<file path="src/rtl/audio_pkg.sv">
// Shared note definitions for the audio sequencer and tone generator:
// note codes, pitch table and half-period lookup.
package audio_pkg;

  localparam logic [3:0] NOTE_A    = 4'd0;
  localparam logic [3:0] NOTE_B    = 4'd1;
  localparam logic [3:0] NOTE_C    = 4'd2;
  localparam logic [3:0] NOTE_D    = 4'd3;
  localparam logic [3:0] NOTE_E    = 4'd4;
  localparam logic [3:0] NOTE_F    = 4'd5;
  localparam logic [3:0] NOTE_G    = 4'd6;
  localparam logic [3:0] NOTE_REST = 4'd7;
  localparam logic [3:0] NOTE_END  = 4'd8;

  localparam int unsigned NOTE_FREQ [7] = '{440, 494, 523, 587, 659, 698, 784};

  // Cycles per half tone period (integer divide); 0 for every silent code.
  function automatic int unsigned half_period(input logic [3:0] code, input int unsigned clk_hz);
    if (code > NOTE_G) return 0;
    return clk_hz / (2 * NOTE_FREQ[code[2:0]]);
  endfunction

endpackage

</file>
<file path="src/rtl/tone_pwm_gate.sv">
// Free-running PWM carrier that gates the tone square wave by volume
// and registers the result onto the audio pin.
module tone_pwm_gate #(
  parameter int PWM_W = 8
) (
  input  logic       clk,
  input  logic       reset,
  input  logic       square,
  input  logic [2:0] volume,
  output logic       audio_out
);

  logic [PWM_W-1:0] pwm_cnt;
  logic [PWM_W-1:0] duty;

  // Volume steps map onto the top three bits of the carrier range.
  assign duty = PWM_W'(volume) << (PWM_W - 3);

  always_ff @(posedge clk) begin
    if (reset) begin
      pwm_cnt   <= '0;
      audio_out <= 1'b0;
    end else begin
      pwm_cnt   <= pwm_cnt + PWM_W'(1);
      audio_out <= square & (pwm_cnt < duty);
    end
  end

endmodule

</file>
<file path="src/rtl/note_tone_generator.sv">
// Turns the sequencer's 4-bit note code into a volume-gated square wave
// at the note pitch, plus amplifier enable / tone status flags.
module note_tone_generator
  import audio_pkg::*;
#(
  parameter int unsigned CLK_FREQ_HZ = 100_000_000,
  parameter int          CNT_W       = 17,
  parameter int          PWM_W       = 8
) (
  input  logic       clk,
  input  logic       reset,
  input  logic [3:0] noteSelect,
  input  logic [2:0] volume,
  output logic       audioOut,
  output logic       ampEnable,
  output logic       toneActive
);

  logic [3:0]             note_reg;
  logic [CNT_W-1:0]       cnt;
  logic                   square;
  logic [7:0][CNT_W-1:0]  half_tbl;
  logic [CNT_W-1:0]       half_m1;
  logic                   note_valid;
  logic                   sel_valid;

  // Constant half-period ROM; slot 7 (rest) is unused and holds 0.
  for (genvar i = 0; i < 8; i++) begin : g_half
    localparam int unsigned HP = half_period(4'(i), CLK_FREQ_HZ);
    assign half_tbl[i] = HP[CNT_W-1:0];
  end

  assign note_valid = (note_reg <= NOTE_G);
  assign sel_valid  = (noteSelect <= NOTE_G);
  assign half_m1    = note_valid ? (half_tbl[note_reg[2:0]] - CNT_W'(1)) : '0;

  // A code change restarts the phase high and beats a coincident toggle.
  always_ff @(posedge clk) begin
    if (reset) begin
      note_reg   <= NOTE_REST;
      cnt        <= '0;
      square     <= 1'b0;
      ampEnable  <= 1'b0;
      toneActive <= 1'b0;
    end else begin
      if (noteSelect != note_reg) begin
        note_reg <= noteSelect;
        cnt      <= '0;
        square   <= sel_valid;
      end else if (note_valid && cnt == half_m1) begin
        cnt    <= '0;
        square <= ~square;
      end else if (note_valid) begin
        cnt <= cnt + CNT_W'(1);
      end else begin
        cnt    <= '0;
        square <= 1'b0;
      end
      // The next note_reg always equals noteSelect, so its validity is sel_valid.
      ampEnable  <= sel_valid;
      toneActive <= sel_valid;
    end
  end

  tone_pwm_gate #(.PWM_W(PWM_W)) u_pwm (
    .clk       (clk),
    .reset     (reset),
    .square    (square),
    .volume    (volume),
    .audio_out (audioOut)
  );

endmodule

</file>
<file path="config.mk">
export PLATFORM = sky130hd
export DESIGN_NAME = note_tone_generator
export DESIGN_NICKNAME = d
export VERILOG_FILES = /design/src/rtl/audio_pkg.sv /design/src/rtl/tone_pwm_gate.sv /design/src/rtl/note_tone_generator.sv
export SDC_FILE = /design/constraint.sdc
export NUM_CORES = 1
export LEC_CHECK = 0
export ABC_AREA = 1
export CORE_MARGIN = 2
export CORE_UTILIZATION = 45
export CTS_CLUSTER_SIZE = 24
export DETAILED_ROUTE_END_ITERATION = 8
export GPL_TIMING_DRIVEN = 0
export PLACE_DENSITY = 0.59
export SLEW_MARGIN = 20
export SYNTH_ARGS = -nofsm -noshare
export SYNTH_HDL_FRONTEND = slang
export SYNTH_SLANG_ARGS = --single-unit
</file>
<file path="constraint.sdc">
create_clock -name clk -period 2.85 [get_ports clk]
set_input_delay 0.4275 -clock clk [delete_from_list [all_inputs] [get_ports clk]]
set_output_delay 0.4275 -clock clk [all_outputs]
set_load 0.01 [all_outputs]
</file>
* Yosys cells after proc, flatten, opt, wreduce, memory -nomap -nowiden
Memory sizes are Yosys's and may differ from the RTL's. A register that Yosys moved wholly into a read port is not among the register bits.
Index checks and enable logic that the tools add are counted.
** Storage, ports and cells
- Memories :: 1
- Bits in latches :: 0
- Memory bits (writable) :: 0
- Output and inout bits :: 3
- Memory bits (read-only) :: 136
- Register bits after elaboration :: 32
** Operators by class
- Reduce and logical (&&, ||, !) cells :: 2
- Equality and inequality tests :: 3
- Bitwise gates (word level) :: 3
- Mux-type cells :: 7
- Divide/modulo/power cells :: 0
- Shift operators :: 0
- Multipliers :: 0
- $lt $le $gt $ge :: 4
- Add/subtract/negate cells :: 3
** Memories
- (name not given) :: depth 8, width 17, read ports 1, clocked after memory_dff 1, wr ports 0, line note_tone_generator.sv:35 : assign half_m1 = note_valid ? (half_tbl[note_reg[2:0]] - CNT_W'(1)) : '0;
** Operator list (count)
- two-way mux 17 bit :: 2
- adder 17 x 1 -> 17 bit (second input constant) :: 1
- == test 17 bit :: 1
- subtractor 17 x 1 -> 17 bit (second input constant) :: 1
- adder 8 x 1 -> 8 bit (second input constant) :: 1
- <= comparator 4 x 3 -> 1 bit (second input constant) :: 2
- < comparator 8 bit :: 1
- two-way mux 3 bit :: 2
- < comparator 3 x 4 -> 1 bit (second input constant) :: 1
- != test 4 bit :: 1
- OR reduction 4 bit :: 1
- two-way mux 1 bit :: 3
- != test 3 x 1 -> 1 bit (second input constant) :: 1
- NOT 1 bit :: 2
- bitwise AND 1 bit :: 1
- logical AND 1 bit :: 1

* Logic depth before layout (Yosys ltp)
- Depth after elaboration :: 8
- Gate-level depth with buffers :: 16

* By module
A second synthesis with hierarchy kept.
** Second synthesis, totals
- Cell total of the unflattened synthesis :: 452
- Area total of the unflattened synthesis :: 3017.9 µm²
** By module, submodules not included
- note_tone_generator :: cells each 396, seq. area each 780.7 µm², area each 2601.2 µm², times used 1
- tone_pwm_gate :: cells each 56, seq. area each 180.2 µm², area each 416.6 µm², times used 1

* Worst setup path after synthesis
OpenSTA, ideal clock, no wires.
- Kind :: register to register
- From :: register (tool-made name)
- To :: register cnt[4]
- Arrival :: 1.862 ns
- Setup slack :: 0.871 ns
- Cell stages (with the launch flop) :: 15
- Clock period less this slack :: 1.979 ns
- Buffers on the path :: 1
- Required time :: 2.733 ns
- Path through :: dfxtp_1 > inv_1 > ha_1 > or2_2 > nand3_1 > nand2_1 > nor2_1 > nand3_1 > nor2_1 > nand3_1 > nor2_1 > a21oi_2 > nand2_4 > buf_8 > nor2_2
** RTL lines
- to (signal assigned) :: line note_tone_generator.sv:54 : cnt <= cnt + CNT_W'(1);
- to (decl) :: line note_tone_generator.sv:20 : logic [CNT_W-1:0] cnt;

==> results by group <==
Timing
  – Worst clock skew: approximately 0.0089 ns
  – RSZ-0062 raised after global routing: no
  – Setup_tns: 0 ns
  – Fin. Hold Viols: 0
  – Relative slew slack: 69.9%
  – Worst-Margin Slew: 0.451 ns
  – Min Tclk post-route: 2.38 ns
  – Maximum clock frequency: 0.419 GHz
  – Final setup viols: 0
  – Setup ws final: 0.466 ns
  – Slew Limit Fails: 0
  – Hold WS: 0.455 ns
  – Period Utilization, post-route: a little over four fifths

Finish
  – Final Instance Area: 0.00321 sq mm
  – Register area: 961 sq um
  – Fin cells: 516
  – Multi-input combinational cell area: 0.00160 sq mm
  – Share of cells above drive strength 1: 10.3%
  – Fin nets: 458
  – Fillers: roughly 640
  – Ant. Diodes: 0
  – Synthesis-to-layout area growth: 11.4%
  – Final Core Density: about 51%

Route
  – Vias after detailed routing: 2474
  – 1st-pass router iterations: 4
  – Drt wl/cell: approximately 12 um
  – Routed Antenna Nets: 0
  – Post-Route WL: 6030 um
  – DR DRC count: 0
  – Via/cell ratio: 4.79
  – Initial DRC Count: 88

GRT
  – Vias in the first global route: 2357
  – Total Routing Usage GR: 18.2%
  – First-pass GRT wire length: 10400 um
  – Grt met2 use: 32.5%
  – Largest net degree at the start of global routing: 16
  – Initial antenna violation count: 0
  – Total overflow reported by the global router: 0
  – Met3 usage: 3.26%
  – Global routing's busiest layer: met2
  – Met1 GRT Util: 22.9%

Placement
  – DP Worst Slack: 0.384 ns
  – Placed cell count: 508
  – Dpl hpwl: 4840 um
  – I/O Buffers: 11
  – Routability cong.: 0.888
  – DP Area: 0.00309 sq mm

Floorplanning
  – Die Y: 84.0 um
  – Die Width: 84.0 um
  – Initial Util: 45.9%
  – Area of the core: 0.00628 sq mm
  – Area of the die: 0.00706 sq mm
  – I/O pins: 12
  – Std cell rows: 29

Synth
  – Yosys warning total: 0
  – Yosys reg bits: 48
  – Synth cell types: 35
  – Seq/Total Area, Yosys: 33.4%
  – Syn_nets: 440
  – Cell Area, Synth: 0.00288 sq mm
  – Synthesized area per cell: 6.86 sq um
  – Cells after Synth: between 400 and 500

Hold path
  – Worst hold endpoint: u_pwm.pwm_cnt[0]
  – Worst Hold Class: register to register
  – Min-delay src: u_pwm.pwm_cnt[0]
  – Hold Crit Depth: 1

Outcome
  – Status: complete, no violations

Worst setup path
  – Worst R2R Path Depth: 16
  – Crit-path max FO: 10
  – Worst EP required: a little over 3 ns
  – Slowest cell on crit path: dfxtp_1
  – FF-to-FF End: cnt[10]
  – Worst path most repeated cell: nand2_1
  – Reg-to-reg slack, setup: 0.47 ns
  – CP peak stage delay: 0.34 ns
  – CP bufs+invs: 2
  – Crit end category: register
  – WP data arrival: 2.59 ns
  – CP delay by family, top: simple AND/OR/NAND/NOR gates
  – CP Cell Sequence: inv_1 -> ha_1 -> nand2_1 -> nor2_2 -> nand2_1 -> nand2_1 -> nand3_1 -> nand2_1 -> nand3_1 -> nor2_1 -> nand2_1 -> nor2_2 -> a21oi_2 -> nand2_4 -> buf_8 -> nor2_4
  – Critical Path Source Type: register
  – Setup CP Type: register to register

CTS
  – # clock sinks: between 40 and 50
  – Clk slew on worst S/H paths: ~0.090 ns
  – CTS resizes: 0
  – Worst-Skew Late Latency: 0.31 ns
  – Postcts setup bufs: 0
  – CTS tree: built
  – Cts hold-fix bufs: 0
  – H-tree levels: 2
  – Clk root buf: clkbuf_8
  – Clock buffer depth: 2
  – TritonCTS buffer count: 5

Power
  – Leakage dissipation: 1.46 nW
  – Peak supply drop: around 0.00035 V
  – Power Total: 1.53 mW
  – Power Density: 477 mW/mm^2

Job
  – Max_cap viols: 0
worst max path at each step:
stage | start | to | slack (ns) | cells past startpoint
2_1_floorplan | register | cnt[4] | 0.87 | 14
3_3_place_gp | reset | register | 0.42 | 7
3_5_place_dp | reset | register | 0.38 | 7
4_1_cts | register | cnt[9] | 0.45 | 16
5_1_grt | register | cnt[9] | 0.12 | 16
6_report | register | cnt[10] | 0.47 | 16
per-layer routing:
| layer | share of wire, % | vias up |
|---|---|---|
| met2 | 48 | 39 |
| met3 | 3.9 | 6 |
| li1 | - | 1344 |
| met5 | 0 | - |
| met1 | 48 | 1085 |
| met4 | 0.81 | 0 |
worst register-to-register path: cells and delay by family (launching register included):
kind	cells	cell delay, ns
AND/OR/NAND/NOR	12	1.31
buffers and inverters	2	0.29
AO/OA/AOI/OAI	1	0.10
adder cells (fa/ha/maj)	1	0.25
flip-flops	1	0.34
cells in the mapped netlist (all sizes together):
master,number,share of area [%]
nor2,69,11
ha,11,4.8
clkinv,1,0.13
buf,5,1.4
xor2,18,5.5
nand4,17,3.7
o21bai,3,0.78
a31oi,1,0.22
inv,70,9.1
nand2,95,13
xnor2,10,3.0
clkbuf,2,0.30
a21o,1,0.26
o21ai,15,2.7
o31ai,1,0.26
nand3,37,6.8
nor3,7,1.6
a2111oi,1,0.30
nor4,2,0.65
a21oi,4,0.83
or2,2,0.43
dfxtp,48,33
cells in the final DEF (no fill, tap or decap), types with 2 or more instances in the layout:
cell type,count
xnor2_1,10
buf_4,2
or2_2,2
nor2_1,53
nand3_2,2
o21ai_0,14
nor3_1,5
nor2_2,13
nand3_1,35
nor2_4,3
xor2_1,18
o21bai_1,3
nand2_1,90
inv_1,69
nor3_2,2
ha_1,11
a21oi_1,3
buf_2,2
clkbuf_8,6
nand4_1,17
dfxtp_1,48
clkdlybuf4s50_1,11
nand2_2,4
power breakdown:
group	internal, mW	switching (mW)
registers	0.700	0.0258
logic	0.0981	0.172
clock network	0.287	0.247
logic make-up (layout without fill, tap and decap cells):
logic type	after synthesis	count (layout)	share of synthesized area, %
buffers and inverters	78	97	10.9
XOR/XNOR	28	28	8.51
AND/OR/NAND/NOR	229	229	37.0
flip-flops	48	48	33.4
AO/OA/AOI/OAI	26	26	5.39
adder cells (fa/ha/maj)	11	11	4.78
layout make-up:
class | instances | area share, %
flip-flops and latches | 48 | 30.0
multi-input cells | 294 | 50.0
well taps | 77 | 3.00
repair buffers | 11 | 3.43
plain buffers | 7 | 1.52
clock inverters | 2 | 1.21
inverters | 71 | 8.31
clock buffers | 6 | 2.57
No activity file was read; power rests on OpenSTA's default activity.
